[src/rtl/main_bus_fabric.sv]
// Single-master bus fabric: decodes a master read/write request onto one of
// two slaves, waits for the slave acknowledge (bounded by a timeout), checks
// even parity on both directions and returns a one-cycle completion strobe
// with error flags. Every output is a flop.
module main_bus_fabric #(
    parameter int unsigned                DATA_BUS_WIDTH = 32,
    parameter int unsigned                ADDR_BUS_WIDTH = 8,
    parameter logic [ADDR_BUS_WIDTH-1:0]  SLAVE0_ID      = 8'h01,
    parameter logic [ADDR_BUS_WIDTH-1:0]  SLAVE1_ID      = 8'h02,
    parameter int unsigned                TIMEOUT        = 16
) (
    input  logic                      clock,
    input  logic                      reset_n,
    input  logic                      m_rb,
    input  logic                      m_wb,
    input  logic [ADDR_BUS_WIDTH-1:0] m_addr,
    input  logic [DATA_BUS_WIDTH-1:0] m_wdata,
    input  logic                      m_wparity,
    output logic                      m_ack,
    output logic [DATA_BUS_WIDTH-1:0] m_rdata,
    output logic                      m_rparity,
    output logic                      m_perr,
    output logic                      m_derr,
    output logic                      m_terr,
    output logic [ADDR_BUS_WIDTH-1:0] s_addr,
    output logic [DATA_BUS_WIDTH-1:0] s_wdata,
    output logic                      s_wparity,
    output logic [1:0]                s_rb,
    output logic [1:0]                s_wb,
    input  logic [1:0]                s_ack,
    input  logic [DATA_BUS_WIDTH-1:0] s0_rdata,
    input  logic [DATA_BUS_WIDTH-1:0] s1_rdata,
    input  logic                      s0_rparity,
    input  logic                      s1_rparity
);

    localparam int unsigned     CW       = $clog2(TIMEOUT + 1);
    localparam logic [CW-1:0]   TMO_LAST = CW'(TIMEOUT - 1);

    typedef enum logic [1:0] {
        IDLE,
        ACCESS,
        RESP,
        RELEASE
    } state_t;

    state_t                    state_q, state_d;
    logic [CW-1:0]             cnt_q, cnt_d;
    logic                      sel_q, sel_d;
    logic                      is_read_q, is_read_d;

    // Completion status gathered in IDLE/ACCESS and presented in RESP.
    logic                      pend_perr_q, pend_perr_d;
    logic                      pend_derr_q, pend_derr_d;
    logic                      pend_terr_q, pend_terr_d;
    logic                      pend_rvalid_q, pend_rvalid_d;
    logic [DATA_BUS_WIDTH-1:0] pend_rdata_q, pend_rdata_d;
    logic                      pend_rparity_q, pend_rparity_d;

    logic                      m_ack_d, m_perr_d, m_derr_d, m_terr_d;
    logic [DATA_BUS_WIDTH-1:0] m_rdata_d;
    logic                      m_rparity_d;
    logic [ADDR_BUS_WIDTH-1:0] s_addr_d;
    logic [DATA_BUS_WIDTH-1:0] s_wdata_d;
    logic                      s_wparity_d;
    logic [1:0]                s_rb_d, s_wb_d;

    logic                      hit0, hit1, sel_ack;
    logic [DATA_BUS_WIDTH-1:0] sel_rdata;
    logic                      sel_rparity;

    assign hit0        = (m_addr == SLAVE0_ID);
    assign hit1        = (m_addr == SLAVE1_ID);
    assign sel_ack     = s_ack[sel_q];
    assign sel_rdata   = sel_q ? s1_rdata : s0_rdata;
    assign sel_rparity = sel_q ? s1_rparity : s0_rparity;

    // Next-state and next-output logic; flags and m_ack default low so they
    // can only be high in the cycle following RESP.
    always_comb begin
        state_d        = state_q;
        cnt_d          = cnt_q;
        sel_d          = sel_q;
        is_read_d      = is_read_q;
        pend_perr_d    = pend_perr_q;
        pend_derr_d    = pend_derr_q;
        pend_terr_d    = pend_terr_q;
        pend_rvalid_d  = pend_rvalid_q;
        pend_rdata_d   = pend_rdata_q;
        pend_rparity_d = pend_rparity_q;
        m_ack_d        = 1'b0;
        m_perr_d       = 1'b0;
        m_derr_d       = 1'b0;
        m_terr_d       = 1'b0;
        m_rdata_d      = m_rdata;
        m_rparity_d    = m_rparity;
        s_addr_d       = s_addr;
        s_wdata_d      = s_wdata;
        s_wparity_d    = s_wparity;
        s_rb_d         = s_rb;
        s_wb_d         = s_wb;

        unique case (state_q)
            IDLE: begin
                if (m_rb || m_wb) begin
                    pend_perr_d   = 1'b0;
                    pend_derr_d   = 1'b0;
                    pend_terr_d   = 1'b0;
                    pend_rvalid_d = 1'b0;
                    if (m_rb && m_wb) begin
                        pend_derr_d = 1'b1;
                        state_d     = RESP;
                    end else if (!hit0 && !hit1) begin
                        pend_derr_d = 1'b1;
                        state_d     = RESP;
                    end else if (m_wb && (m_wparity != ^m_wdata)) begin
                        pend_perr_d = 1'b1;
                        state_d     = RESP;
                    end else begin
                        sel_d       = hit1;
                        is_read_d   = m_rb;
                        s_addr_d    = m_addr;
                        s_wdata_d   = m_wdata;
                        s_wparity_d = m_wparity;
                        s_rb_d      = m_rb ? (hit1 ? 2'b10 : 2'b01) : '0;
                        s_wb_d      = m_wb ? (hit1 ? 2'b10 : 2'b01) : '0;
                        cnt_d       = '0;
                        state_d     = ACCESS;
                    end
                end
            end
            ACCESS: begin
                if (sel_ack) begin
                    s_rb_d  = '0;
                    s_wb_d  = '0;
                    state_d = RESP;
                    if (is_read_q) begin
                        pend_rvalid_d = 1'b1;
                        if (sel_rparity != ^sel_rdata) begin
                            pend_perr_d    = 1'b1;
                            pend_rdata_d   = '0;
                            pend_rparity_d = 1'b0;
                        end else begin
                            pend_rdata_d   = sel_rdata;
                            pend_rparity_d = sel_rparity;
                        end
                    end
                end else if (cnt_q == TMO_LAST) begin
                    s_rb_d      = '0;
                    s_wb_d      = '0;
                    pend_terr_d = 1'b1;
                    state_d     = RESP;
                end else begin
                    cnt_d = cnt_q + 1'b1;
                end
            end
            RESP: begin
                m_ack_d  = 1'b1;
                m_perr_d = pend_perr_q;
                m_derr_d = pend_derr_q;
                m_terr_d = pend_terr_q;
                if (pend_rvalid_q) begin
                    m_rdata_d   = pend_rdata_q;
                    m_rparity_d = pend_rparity_q;
                end
                state_d = RELEASE;
            end
            RELEASE: begin
                if (!m_rb && !m_wb) begin
                    state_d = IDLE;
                end
            end
            default: state_d = IDLE;
        endcase
    end

    // State and output registers with synchronous active-low reset.
    always_ff @(posedge clock) begin
        if (!reset_n) begin
            state_q        <= IDLE;
            cnt_q          <= '0;
            sel_q          <= 1'b0;
            is_read_q      <= 1'b0;
            pend_perr_q    <= 1'b0;
            pend_derr_q    <= 1'b0;
            pend_terr_q    <= 1'b0;
            pend_rvalid_q  <= 1'b0;
            pend_rdata_q   <= '0;
            pend_rparity_q <= 1'b0;
            m_ack          <= 1'b0;
            m_rdata        <= '0;
            m_rparity      <= 1'b0;
            m_perr         <= 1'b0;
            m_derr         <= 1'b0;
            m_terr         <= 1'b0;
            s_addr         <= '0;
            s_wdata        <= '0;
            s_wparity      <= 1'b0;
            s_rb           <= '0;
            s_wb           <= '0;
        end else begin
            state_q        <= state_d;
            cnt_q          <= cnt_d;
            sel_q          <= sel_d;
            is_read_q      <= is_read_d;
            pend_perr_q    <= pend_perr_d;
            pend_derr_q    <= pend_derr_d;
            pend_terr_q    <= pend_terr_d;
            pend_rvalid_q  <= pend_rvalid_d;
            pend_rdata_q   <= pend_rdata_d;
            pend_rparity_q <= pend_rparity_d;
            m_ack          <= m_ack_d;
            m_rdata        <= m_rdata_d;
            m_rparity      <= m_rparity_d;
            m_perr         <= m_perr_d;
            m_derr         <= m_derr_d;
            m_terr         <= m_terr_d;
            s_addr         <= s_addr_d;
            s_wdata        <= s_wdata_d;
            s_wparity      <= s_wparity_d;
            s_rb           <= s_rb_d;
            s_wb           <= s_wb_d;
        end
    end

endmodule

[config.mk]
export PLATFORM = sky130hd
export DESIGN_NAME = main_bus_fabric
export DESIGN_NICKNAME = d
export VERILOG_FILES = /design/src/rtl/main_bus_fabric.sv
export SDC_FILE = /design/constraint.sdc
export NUM_CORES = 1
export LEC_CHECK = 0
export BUFFER_PORTS_ARGS = -buffer_cell sky130_fd_sc_hd__buf_2
export CAP_MARGIN = 20
export CORE_ASPECT_RATIO = 0.5
export CORE_UTILIZATION = 55
export DETAILED_ROUTE_END_ITERATION = 10
export PLACE_DENSITY = 0.88
export SYNTH_ARGS = -nofsm -noshare
export SYNTH_HDL_FRONTEND = slang
export SYNTH_SLANG_ARGS = --single-unit
[constraint.sdc]
create_clock -name clock -period 4.9 [get_ports clock]
set_clock_uncertainty 0.15 [all_clocks]
set_input_delay 0.245 -clock clock [delete_from_list [all_inputs] [get_ports clock]]
set_output_delay 0.245 -clock clock [all_outputs]
set_load 0.01 [all_outputs]
==> results of run 1 <==
==> critical path: cells and delay by family (launching register included) <==
kind	cells	cell delay [ns]
AOI/OAI and AO/OA	1	0.08
xor gates and xnor gates	5	0.80
and+or+nand+nor	2	0.39
adders and majority gates	1	0.44
muxes	1	0.39
buffers and inverters	2	0.66
DFF	1	0.61
==> synthesized netlist by cell type, types with 2 or more instances <==
cell type and number:
a211oi_1 2, a21boi_0 33, a21oi_1 37, a31oi_1 3, and2_1 2, and3_1 4
and3b_1 6, buf_1 3, buf_2 4, buf_4 3, clkbuf_1 37, dfxtp_1 128
ha_1 9, inv_1 9, mux2_2 2, mux2i_1 75, nand2_1 155, nand2b_1 2
nand3_1 6, nand3b_1 4, nor2_1 11, nor2b_1 34, nor3_1 34, nor3b_1 2
o21a_1 2, o21ai_0 6, o21ai_1 2, o2bb2ai_1 2, o311ai_0 2, or2_2 2
xnor2_1 51, xnor3_1 2, xor2_1 8
==> cell usage in the layout, fill, tap and decap left out, types with 3 or more instances in the layout <==
master | netlist | final
ha_1 | 9 | 9
nand3b_1 | 4 | 4
nor2b_1 | 34 | 34
dfxtp_1 | 128 | 127
mux2i_1 | 75 | 75
and3b_1 | 6 | 6
bufinv_16 | 0 | 3
nand3_1 | 6 | 5
nor3_1 | 34 | 34
dlygate4sd3_1 | 0 | 35
a21boi_0 | 33 | 33
xor2_1 | 8 | 8
xnor2_1 | 51 | 51
nor2_1 | 11 | 11
o21ai_0 | 6 | 6
clkinvlp_4 | 0 | 5
clkbuf_16 | 0 | 17
nand2_1 | 155 | 155
buf_4 | 3 | 5
and3_1 | 4 | 4
inv_1 | 9 | 9
a31oi_1 | 3 | 3
buf_2 | 4 | 193
a21oi_1 | 37 | 37
==> routing by layer <==
layer	part of all wire (%)	vias up	global-route usage, %	wire [um]
li1	-	2719	-	-
met1	42	2591	31.97	6617
met2	52	179	51.06	8152
met4	1.7	0	10.30	263
met3	4.8	23	6.048	765
met5	0	-	0	0
==> kinds of logic (layout without fill, tap and decap cells) <==
family	after synthesis	in the layout	share of synthesized area, %
mux	78	78	13.07
simple gates	266	266	20.06
buf+inv	56	276	3.720
flops	128	128	42.09
fa+ha+maj	9	9	1.850
compound gates	92	92	9.988
xor+xnor	61	61	9.227
==> flip-flops by register name, indices dropped and copies added, names as in the netlist, 2 cells and up <==
name,flops
pend_rdata_q,32
s_wdata,32
m_rdata,32
state_q,2
s_addr,8
s_rb,2
s_wb,2
cnt_q,5
==> layout make-up <==
cell class | count | share of cell area (%)
Multi-Input combinational cell | 506 | 40.77
Sequential cell | 128 | 31.58
Timing Repair Buffer | 236 | 17.54
Clock buffer | 19 | 5.580
Tap cell | 140 | 2.158
Clock inverter | 12 | 1.957
Inverter | 9 | 0.4162
==> power breakdown <==
group | internal (W) | switching (W) | total (W) | leakage [nW]
sequential | 0.00107 | 0.0000151 | 0.00108 | 1.03
combinational | 0.000348 | 0.000486 | 0.000834 | 2.00
clock | 0.000826 | 0.000473 | 0.00130 | 0.284
total | 0.00224 | 0.000974 | 0.00321 | 3.31
==> worst paths after layout <==
check / end / slack (ns) / cells past startpoint
worst max-delay path: pend_rdata_q[31] / 1.30 / 12
worst min-delay path: s_wb[1] / 0.17 / 5
worst max register to register: pend_rdata_q[31] / 1.30 / 12
worst min register to register: s_addr[1] / 0.30 / 2
==> per-stage QoR <==
step                total power (W)  area (sq um)  cells
global route               0.003356          8118   1050
floorplan                  0.001627          6088    690
CTS                        0.003116          8063   1048
detailed placement         0.001794          7101    982
global placement           0.001773          7086    981
finish                     0.003214          8118   1050
==> out/qor.csv, run 1 <==
stage,metric,value,unit
floorplan,core footprint,10480,sq um
cts,# hold bufs at CTS,35,
power,maximum vdd drop,346.1,uV
grt,largest net degree at the start of global routing,111,
synth,Post-synth ARST share,0,%
grt,first-pass GRT wire length,25510,um
drt,drt wl/cell,15.05,um
cells_and_area,FILL cells,734,
grt,vias in the first global route,5468,
sta,Final Critical Period,3.600,ns
sta,Achievable Freq,277.8,MHz
setup_path,crit-path max FO,27,
hold_path,hold path start,m_wb,
drt,Iteration-0 DRC Markers,354,
drt,vias per cell,5.250,
synth,synthesized flop and latch total,128,
power,cell area power density,395.9,nW/um^2
setup_path,CP Data Required Time,5.08,ns
placement,Post-DP HPWL,9909,um
grt,GRT Residual Overflow,0,
cts,CTS root buf,clkbuf_16,
setup_path,slowest CP cell,dfxtp_2,
synth,synthesized area,6088,sq um
grt,gr usage total,28.04,%
setup_path,CP startpoint,sel_q,
drt,Vias,5512,
synth,main area contributors after synthesis,"dfxtp_1, mux2i_1, nand2_1",
cts,H-tree Lvls,4,
placement,Routability Congestion,0.8245,
synth,syn nets,812,
cts,number of buffers created by CTS,17,
floorplan,Die Wd,150.8,um
synth,predominant post-synthesis flop cell,dfxtp_1,
floorplan,die height,76.40,um
cells_and_area,final-stage net count,1020,
synth,syn avg cell area,8.824,sq um
floorplan,initial core utilization,58.12,%
setup_path,"Top cell by count, worst path",xnor2_1,
setup_path,R2R Path Start,sel_q,
drt,drt first pass iters,5,
cts,Clock Latency Late Sink,0.41,ns
power,Leak,3.312,nW
setup_path,critical path startpoint category,flip-flop,
sta,Slew Limit Fails,0,
setup_path,crit-path max cell delay,0.61,ns
sta,# setup viols final,0,
synth,largest area contributor in the netlist,dfxtp_1,
run,max-cap violations,0,
synth,sequential element share of the synthesized area,42.09,%
setup_path,Worst EP arrival,3.78,ns
cts,"Reg clk slew, reported paths",0.06,ns
sta,Worst Tran Pin Value,0.9920,ns
grt,antenna violations before repair,0,
floorplan,Ports,195,
placement,pre-CTS WS,0.9813,ns
cells_and_area,area of the multi-input gates,3309,sq um
drt,Routed Antenna Nets,0,
cells_and_area,diodes inserted,0,
setup_path,critical path cell sequence,buf_4 > mux2i_1 > xnor2_1 > xnor2_1 > xnor2_1 > xnor2_1 > xnor2_1 > ha_1 > buf_16 > nor3_1 > a21oi_1 > nor2b_1,
synth,synth unique cells,41,
placement,I/O Buffers,194,
cts,post-cts sizing count,0,
synth,share of Yosys cell area claimed by the top area cell type,42.09,%
cts,clk buf depth,2,
cells_and_area,Final Util,77.50,%
cts,CTS Sinks,128,
cells_and_area,sequential cell area,2564,sq um
synth,synth warn,0,
sta,final setup TNS,0,ns
drt,DRC,0,
sta,final worst slack,1.300,ns
floorplan,overall die area,11520,sq um
status,status,"complete, no violations",
cts,CTS tree,built,
cts,postcts setup bufs,0,
hold_path,worst hold path class,in -> reg,
setup_path,Crit Path Category,reg -> reg,
synth,"EDFF count, synth",0,
floorplan,cell row count,26,
synth,Mapped Cells,690,
sta,fin crit share,73.46,%
sta,Min Hold Slack,0.1650,ns
sta,Final Hold Fails,0,
sta,Slew headroom,33.87,%
drt,Final Routed Wirelength,15800,um
setup_path,Setup crit end kind,flip-flop,
sta,RSZ-0062 raised after global routing,false,
cells_and_area,Area Overhead vs Synth,33.33,%
cells_and_area,share of layout cells above drive strength 1,26.59,%
Power figures use the tool's default switching activity.
==> run 2, diff against run 1 <==
--- a/config.mk
+++ b/config.mk
@@ -5,12 +5,13 @@
 export SDC_FILE = /design/constraint.sdc
 export NUM_CORES = 1
 export LEC_CHECK = 0
+export ABC_AREA = 1
 export BUFFER_PORTS_ARGS = -buffer_cell sky130_fd_sc_hd__buf_2
 export CAP_MARGIN = 20
 export CORE_ASPECT_RATIO = 0.5
-export CORE_UTILIZATION = 55
+export CORE_UTILIZATION = 52
 export DETAILED_ROUTE_END_ITERATION = 10
-export PLACE_DENSITY = 0.88
+export PLACE_DENSITY = 0.84
 export SYNTH_ARGS = -nofsm -noshare
 export SYNTH_HDL_FRONTEND = slang
 export SYNTH_SLANG_ARGS = --single-unit
==> constraint.sdc (replaced) <==
create_clock -name clock -period 3.4 [get_ports clock]
set_clock_uncertainty 0.15 [all_clocks]
set_input_delay 0.17 -clock clock [delete_from_list [all_inputs] [get_ports clock]]
set_output_delay 0.17 -clock clock [all_outputs]
set_load 0.01 [all_outputs]
==> run 2 against run 1 <==
Net effect: register-to-register slack worse by 1.0 ns; global-route usage down 0.69 points; routed wire length up 5.5%; synthesized cell count up 22%; clock power up 41%.
==> out/qor.csv, run 2 <==
stage,metric,value,unit,change
placement,Post-DP HPWL,11110,um,+12%
drt,Routed Antenna Nets,0,,unchanged
synth,syn avg cell area,7.431,sq um,-16%
placement,Routability Congestion,0.8249,,about the same
run,max-cap violations,0,,unchanged
drt,vias per cell,5.068,,-3.5%
hold_path,worst hold path class,in -> reg,,
cells_and_area,Layout Cell Area excl Fill,8252,sq um,+1.6%
synth,sequential element share of the synthesized area,41.05,%,-1.0 points
cells_and_area,diodes inserted,0,,unchanged
synth,predominant post-synthesis flop cell,dfxtp_1,,
setup_path,Crit Path Category,reg -> reg,,
setup_path,crit-path max FO,35,,+30%
cts,"Reg clk slew, reported paths",0.06,ns,about the same
sta,final worst slack,0.2585,ns,-1.042 ns
sta,RSZ-0062 raised after global routing,false,,
setup_path,crit-path max cell delay,0.39,ns,-0.22 ns
hold_path,Hold Path Depth,3,,-2
setup_path,Crit. path cell count,12,,unchanged
setup_path,worst-case reg-to-reg path depth,12,,unchanged
sta,final setup TNS,0,ns,unchanged
hold_path,hold path start,m_addr[1],,
cts,number of buffers created by CTS,17,,unchanged
synth,most instantiated cells after synthesis,"nor2_1, nand2_1, dfxtp_1",,
setup_path,R2R Path Start,sel_q,,
cells_and_area,final-stage net count,1180,,+16%
setup_path,Worst EP arrival,3.35,ns,-0.43 ns
drt,Vias,6234,,+13%
setup_path,critical path startpoint category,flip-flop,,
power,Leak,4.161,nW,+26%
cells_and_area,Area Overhead vs Synth,32.19,%,
floorplan,die height,79.48,um,+4.0%
power,maximum vdd drop,350.1,uV,+1.2%
grt,antenna violations before repair,0,,unchanged
setup_path,Setup crit end kind,flip-flop,,
floorplan,Die Wd,156.9,um,+4.1%
setup_path,flop2flop setup slack,0.26,ns,-1.04 ns
grt,largest net degree at the start of global routing,49,,-56%
grt,gr usage total,27.35,%,-0.69 points
power,cell area power density,580.2,nW/um^2,+47%
sta,Slew headroom,47.74,%,+14 points
placement,pre-CTS WS,0.2751,ns,-0.7062 ns
synth,"EDFF count, synth",0,,unchanged
setup_path,"Top cell by count, worst path",xor2_1,,
cts,Clock Latency Late Sink,0.41,ns,about the same
drt,Iteration-0 DRC Markers,241,,-32%
synth,main area contributors after synthesis,"dfxtp_1, nor2_1, nand2_1",,
sta,Final Critical Period,3.141,ns,-0.4581 ns
synth,top-count cell post-synth,nor2_1,,
floorplan,core footprint,11350,sq um,+8.4%
setup_path,CP startpoint,sel_q,,
sta,Achievable Freq,318.3,MHz,+15%
setup_path,critical path cell sequence,buf_12 > inv_2 > o21ai_0 > xor2_1 > xor2_1 > xor2_1 > xnor2_1 > xnor2_1 > ha_1 > buf_4 > o21ai_0 > o211a_1,,
sta,Worst Tran Pin Value,0.7828,ns,-0.2092 ns
synth,Mapped Cells,840,,+22%
status,status,"complete, no violations",,
floorplan,Ports,195,,unchanged
sta,Slew Limit Fails,0,,unchanged
setup_path,Crit path buffers/inverters,3,,+1
setup_path,slowest CP cell,ha_1,,
setup_path,Top delay family on crit path,XOR/XNOR gates,,
cts,CTS tree,built,,
sta,# setup viols final,0,,unchanged
grt,GRT Residual Overflow,0,,unchanged
cts,clk buf depth,2,,unchanged
synth,synth warn,0,,unchanged
floorplan,overall die area,12470,sq um,+8.3%
synth,share of Yosys cell area claimed by the top area cell type,41.05,%,-1.0 points
cts,CTS Sinks,128,,unchanged
drt,drt wl/cell,13.55,um,-10%
synth,synthesized area,6242,sq um,+2.5%
drt,DRC,0,,unchanged
power,"Power, Total",0.004788,W,+49%
cells_and_area,top flop regs,"m_rdata: 32 flops, pend_rdata_q: 32 flops, s_wdata: 32 flops",,
synth,syn nets,962,,+18%
synth,synthesized flop and latch total,128,,unchanged
cts,postcts setup bufs,0,,unchanged
cells_and_area,"commonest cells after routing, fill and taps aside","buf_2, nor2_1, nand2_1",,
synth,synth unique cells,32,,-22%
drt,Final Routed Wirelength,16660,um,+5.5%
floorplan,cell row count,27,,+3.8%
sta,fin crit share,92.40,%,+19 points
cells_and_area,share of layout cells above drive strength 1,24.09,%,-2.5 points
cts,H-tree Lvls,4,,unchanged
drt,drt first pass iters,5,,unchanged
synth,largest area contributor in the netlist,dfxtp_1,,
sta,Final Hold Fails,0,,unchanged
grt,vias in the first global route,5980,,+9.4%
setup_path,CP Data Required Time,3.60,ns,-1.48 ns
cells_and_area,"most common cell after layout, fill and taps aside",buf_2,,
setup_path,RR Endpoint,pend_rdata_q[3],,
floorplan,initial core utilization,54.99,%,-3.1 points
cts,CTS root buf,clkbuf_16,,
placement,Area after DPL,7281,sq um,+2.5%
grt,first-pass GRT wire length,26890,um,+5.4%
placement,I/O Buffers,194,,unchanged
hold_path,Hold EP,s_addr[1],,
synth,Post-synth ARST share,0,%,unchanged
run 2: cell families after synthesis:
family	count (synthesis)	synth area share, %
simple gates	352	22.47
mux	16	2.686
flops	128	41.05
buf+inv	101	7.176
xor+xnor	50	7.015
fa+ha+maj	9	1.804
compound gates	184	17.80
run 2: timing repair:
action                                  in CTS  in global routing
endpoints found under the setup margin       0                  1
resized for setup                            0                  1
hold buffers                                36                  0
endpoints found under the hold margin       36                  0
run 2: worst reg2reg max path, cell delays in order (launching register included):
cell	delay (ns)
dfxtp_1	0.36
buf_12	0.22
inv_2	0.20
o21ai_0	0.31
xor2_1	0.21
xor2_1	0.18
xor2_1	0.20
xnor2_1	0.15
xnor2_1	0.09
ha_1	0.39
buf_4	0.23
o21ai_0	0.21
o211a_1	0.18
run 2: per-layer routing:
metal  vias to the layer above  global-route usage [%]  routed length (um)
met5                         -                       0                   0
met4                         0                   13.24                 471
met3                        46                   6.080                 766
met2                       185                   50.93                8296
met1                      2845                   29.66                7126
li1                       3158                       -                   -
run 2: final cells by class:
cell class	instances	area [sq um]
clock buffer	19	442.9
clock inverter	13	152.6
fill	879	3099
inverter	59	221.5
multi-input combinational	611	3239
sequential	128	2562
tap	159	198.9
timing repair buffer	241	1434
run 2: report_power, final:
part	total (W)	switching (W)	internal (W)
Clock	0.00183	0.000714	0.00111
Sequential	0.00169	0.0000656	0.00163
Combinational	0.00127	0.000787	0.000481
Total	0.00479	0.00157	0.00322
run 2: how the worst max path moves through the flow:
stage                             endpoint  slack, ns
after floorplan           pend_rdata_q[24]       0.69
after global placement     pend_rdata_q[8]       0.45
after detailed placement   pend_rdata_q[7]       0.28
after CTS                  pend_rdata_q[3]       0.19
after global routing       pend_rdata_q[3]       0.03
final                      pend_rdata_q[3]       0.26
run 2: metrics by stage:
| stage | utilization, % | hold WS (ns) | cells |
|---|---|---|---|
| final | 72.70 | 0.05671 | 1230 |
| after global routing | 72.70 | 0.04787 | 1230 |
| after CTS | 72.56 | 0.01238 | 1229 |
| after detailed placement | 64.14 | 0.2788 | 1161 |
| after global placement | 64.14 | 0.2751 | 1161 |
| after floorplan | - | 0.1592 | 840 |
==> run 3, diff against run 2 <==
--- a/config.mk
+++ b/config.mk
@@ -9,9 +9,10 @@
 export BUFFER_PORTS_ARGS = -buffer_cell sky130_fd_sc_hd__buf_2
 export CAP_MARGIN = 20
 export CORE_ASPECT_RATIO = 0.5
-export CORE_UTILIZATION = 52
+export CORE_UTILIZATION = 47
 export DETAILED_ROUTE_END_ITERATION = 10
-export PLACE_DENSITY = 0.84
+export GPL_ROUTABILITY_DRIVEN = 0
+export PLACE_DENSITY = 0.8
 export SYNTH_ARGS = -nofsm -noshare
 export SYNTH_HDL_FRONTEND = slang
 export SYNTH_SLANG_ARGS = --single-unit
==> constraint.sdc (replaced) <==
create_clock -name clock -period 2.6 [get_ports clock]
set_clock_uncertainty 0.15 [all_clocks]
set_input_delay 0.13 -clock clock [delete_from_list [all_inputs] [get_ports clock]]
set_output_delay 0.13 -clock clock [all_outputs]
set_load 0.01 [all_outputs]
==> run 3 against run 2 <==
Net effect: clock power is 37% higher; sequential power grew 31%; the run now ends with setup timing left; largest cell class unchanged; cell count rose by 3.8%; count of clock-buffer cells in the layout stayed put.
==> out/qor.csv, run 3 (synthesis results as in run 2) <==
stage,metric,value,unit,change
status,status,"finished, violations left",,
status,violated checks,setup timing,,
grt,met3 usage,4.620,%,-1.5 points
cells_and_area,"commonest cells after routing, fill and taps aside","buf_2, nor2_1, nand2_1",,
setup_path,Worst EP arrival,3.18,ns,-0.17 ns
sta,Final Hold Fails,0,,unchanged
drt,Routed Antenna Nets,0,,unchanged
drt,drt wl/cell,14.20,um,+4.9%
sta,Slew headroom,53.71,%,+6.0 points
drt,DRC,0,,unchanged
power,cell area power density,797.6,nW/um^2,+37%
floorplan,die height,83.49,um,+5.1%
cells_and_area,diodes inserted,0,,unchanged
cells_and_area,top flop regs,"m_rdata: 32 flops, pend_rdata_q: 32 flops, s_wdata: 32 flops",,
power,combinational power share,33.8,%,+7.3 points
sta,# setup viols final,33,,+33
setup_path,crit-path max cell delay,0.44,ns,+0.05 ns
cts,clk buf depth,2,,unchanged
cells_and_area,"most common cell after layout, fill and taps aside",buf_2,,
sta,Slew Limit Fails,0,,unchanged
drt,Iteration-0 DRC Markers,451,,+87%
grt,GRT met2 Usage,42.79,%,-8.1 points
power,internal power,0.004759,W,+48%
cts,CTS tree,built,,
setup_path,CP Data Required Time,2.81,ns,-0.79 ns
floorplan,Ports,195,,unchanged
cts,CTS root buf,clkbuf_16,,
sta,RSZ-0062 raised after global routing,true,,
cts,"Reg clk slew, reported paths",0.06,ns,about the same
power,Seq pwr share,31.0,%,-4.4 points
drt,vias per cell,5.166,,+1.9%
sta,Min Hold Slack,0.01118,ns,-0.04553 ns
cells_and_area,FILL cells,952,,+8.3%
cts,CTS Sinks,128,,unchanged
sta,fin crit share,114.3,%,+22 points
setup_path,Crit path buffers/inverters,3,,unchanged
cts,H-tree Lvls,4,,unchanged
cts,Clock Latency Late Sink,0.41,ns,about the same
grt,routing usage on met1,29.23,%,-0.43 points
grt,GRT Residual Overflow,0,,unchanged
power,sw power,0.002387,W,+52%
run,max-cap violations,0,,unchanged
setup_path,Top delay family on crit path,XOR/XNOR gates,,
placement,I/O Buffers,194,,unchanged
setup_path,critical path startpoint category,flip-flop,,
sta,Worst Tran Pin Value,0.6943,ns,-0.08846 ns
setup_path,Setup crit end kind,flip-flop,,
sta,Final Critical Period,2.972,ns,-0.1699 ns
power,Leak,4.469,nW,+7.4%
floorplan,core footprint,12810,sq um,+13%
drt,Vias,6597,,+5.8%
drt,Final Routed Wirelength,18140,um,+8.9%
power,Clock power frac,35.2,%,-3.0 points
floorplan,overall die area,13770,sq um,+10%
cts,number of buffers created by CTS,17,,unchanged
setup_path,Crit Path Category,reg -> reg,,
setup_path,flop2flop setup slack,-0.37,ns,-0.63 ns
setup_path,crit-path max FO,7,,-80%
grt,vias in the first global route,6080,,+1.7%
grt,gr usage total,24.28,%,-3.1 points
cells_and_area,final-stage net count,1216,,+3.1%
floorplan,initial core utilization,48.73,%,-6.3 points
setup_path,critical path cell sequence,buf_12 > buf_4 > mux2i_4 > xnor2_2 > xor2_1 > xor2_1 > xnor2_1 > xnor2_1 > ha_4 > clkbuf_16 > o21ai_1 > o211a_1,,
power,maximum vdd drop,638.2,uV,+82%
sta,Achievable Freq,336.5,MHz,+5.7%
grt,largest net degree at the start of global routing,68,,+39%
setup_path,slowest CP cell,dfxtp_4,,
drt,drt first pass iters,7,,+2
cells_and_area,Area Overhead vs Synth,43.54,%,
floorplan,cell row count,29,,+7.4%
grt,antenna violations before repair,0,,unchanged
sta,final setup TNS,-11.10,ns,-11.10 ns
grt,busiest grt layer,met2,,
grt,first-pass GRT wire length,27010,um,+0.46%
cells_and_area,share of layout cells above drive strength 1,29.99,%,+5.9 points
power,switch share,33.40,%,+0.69 points
sta,final worst slack,-0.3716,ns,-0.6301 ns
hold_path,worst hold path class,in -> reg,,
floorplan,Die Wd,165.0,um,+5.1%
placement,Post-DP HPWL,11330,um,+2.0%
-- run 3: cell types whose count changed in the layout (fill, tap and decap cells not counted), moves of 4 or more --
cell	before	now
buf_12	1	5
buf_4	9	32
clkbuf_16	17	22
mux2i_1	14	6
mux2i_4	0	5
o21ai_0	99	64
o21ai_1	19	33
o21ai_2	5	24
-- run 3: path summary, 6_finish.rpt --
kind / startpoint / endpoint / depth (start not counted)
worst max-delay path: sel_q / pend_rdata_q[5] / 12
worst min-delay path: s1_rdata[17] / pend_rdata_q[17] / 4
worst max register to register: sel_q / pend_rdata_q[5] / 12
worst min register to register: pend_derr_q / m_derr / 2
-- run 3: cell type report --
class / instances / area [sq um] / area share [%]
well taps: 170 / 212.7 / 2.374
clock inverters: 13 / 175.2 / 1.955
clock buffers: 19 / 442.9 / 4.943
multi-input cells: 611 / 3472 / 38.75
flip-flops and latches: 128 / 2566 / 28.64
inverters: 59 / 231.5 / 2.583
repair buffers: 277 / 1859 / 20.75
-- run 3: tightest hold or removal path, cell delays in order --
cell,delay (ns)
buf_2,0.09
o21ai_2,0.07
o21ai_2,0.12
o211a_1,0.13
-- run 3: power by group through the flow --
stage / clock (W) / sequential, W / combinational [W]
4_1_cts: 0.00253 / 0.00222 / 0.00174
6_report: 0.00251 / 0.00221 / 0.00242
2_1_floorplan: 0 / 0.00231 / 0.00118
5_1_grt: 0.00264 / 0.00223 / 0.00261
3_5_place_dp: 0 / 0.00226 / 0.00164
3_3_place_gp: 0 / 0.00225 / 0.00161
-- run 3: per-layer routing --
metal | vias to the layer above | part of all wire, %
li1 | 3241 | -
met1 | 3125 | 43
met2 | 194 | 51
met3 | 37 | 4.3
met4 | 0 | 2.0
met5 | - | 0
-- run 3: timing repair --
item | CTS | global route
hold endpoints to repair | 39 | 0
hold buffers | 37 | 0
pin swaps | 2 | 15
endpoints found under the setup margin | 33 | 69
resized for setup | 4 | 64
gates cloned | 0 | 6
buffers inserted | 0 | 2
-- run 3: stage by stage --
step	power, W	setup WS [ns]	instance area (sq um)	cells	util, %
6_report	0.007146	-0.3716	8960	1277	69.95
5_1_grt	0.007480	-0.4341	8960	1277	69.95
4_1_cts	0.006480	-0.2663	8543	1268	66.70
3_5_place_dp	0.003897	-0.2872	7540	1199	58.86
3_3_place_gp	0.003857	-0.1867	7540	1199	58.86
2_1_floorplan	0.003489	0.0001832	6281	840	-
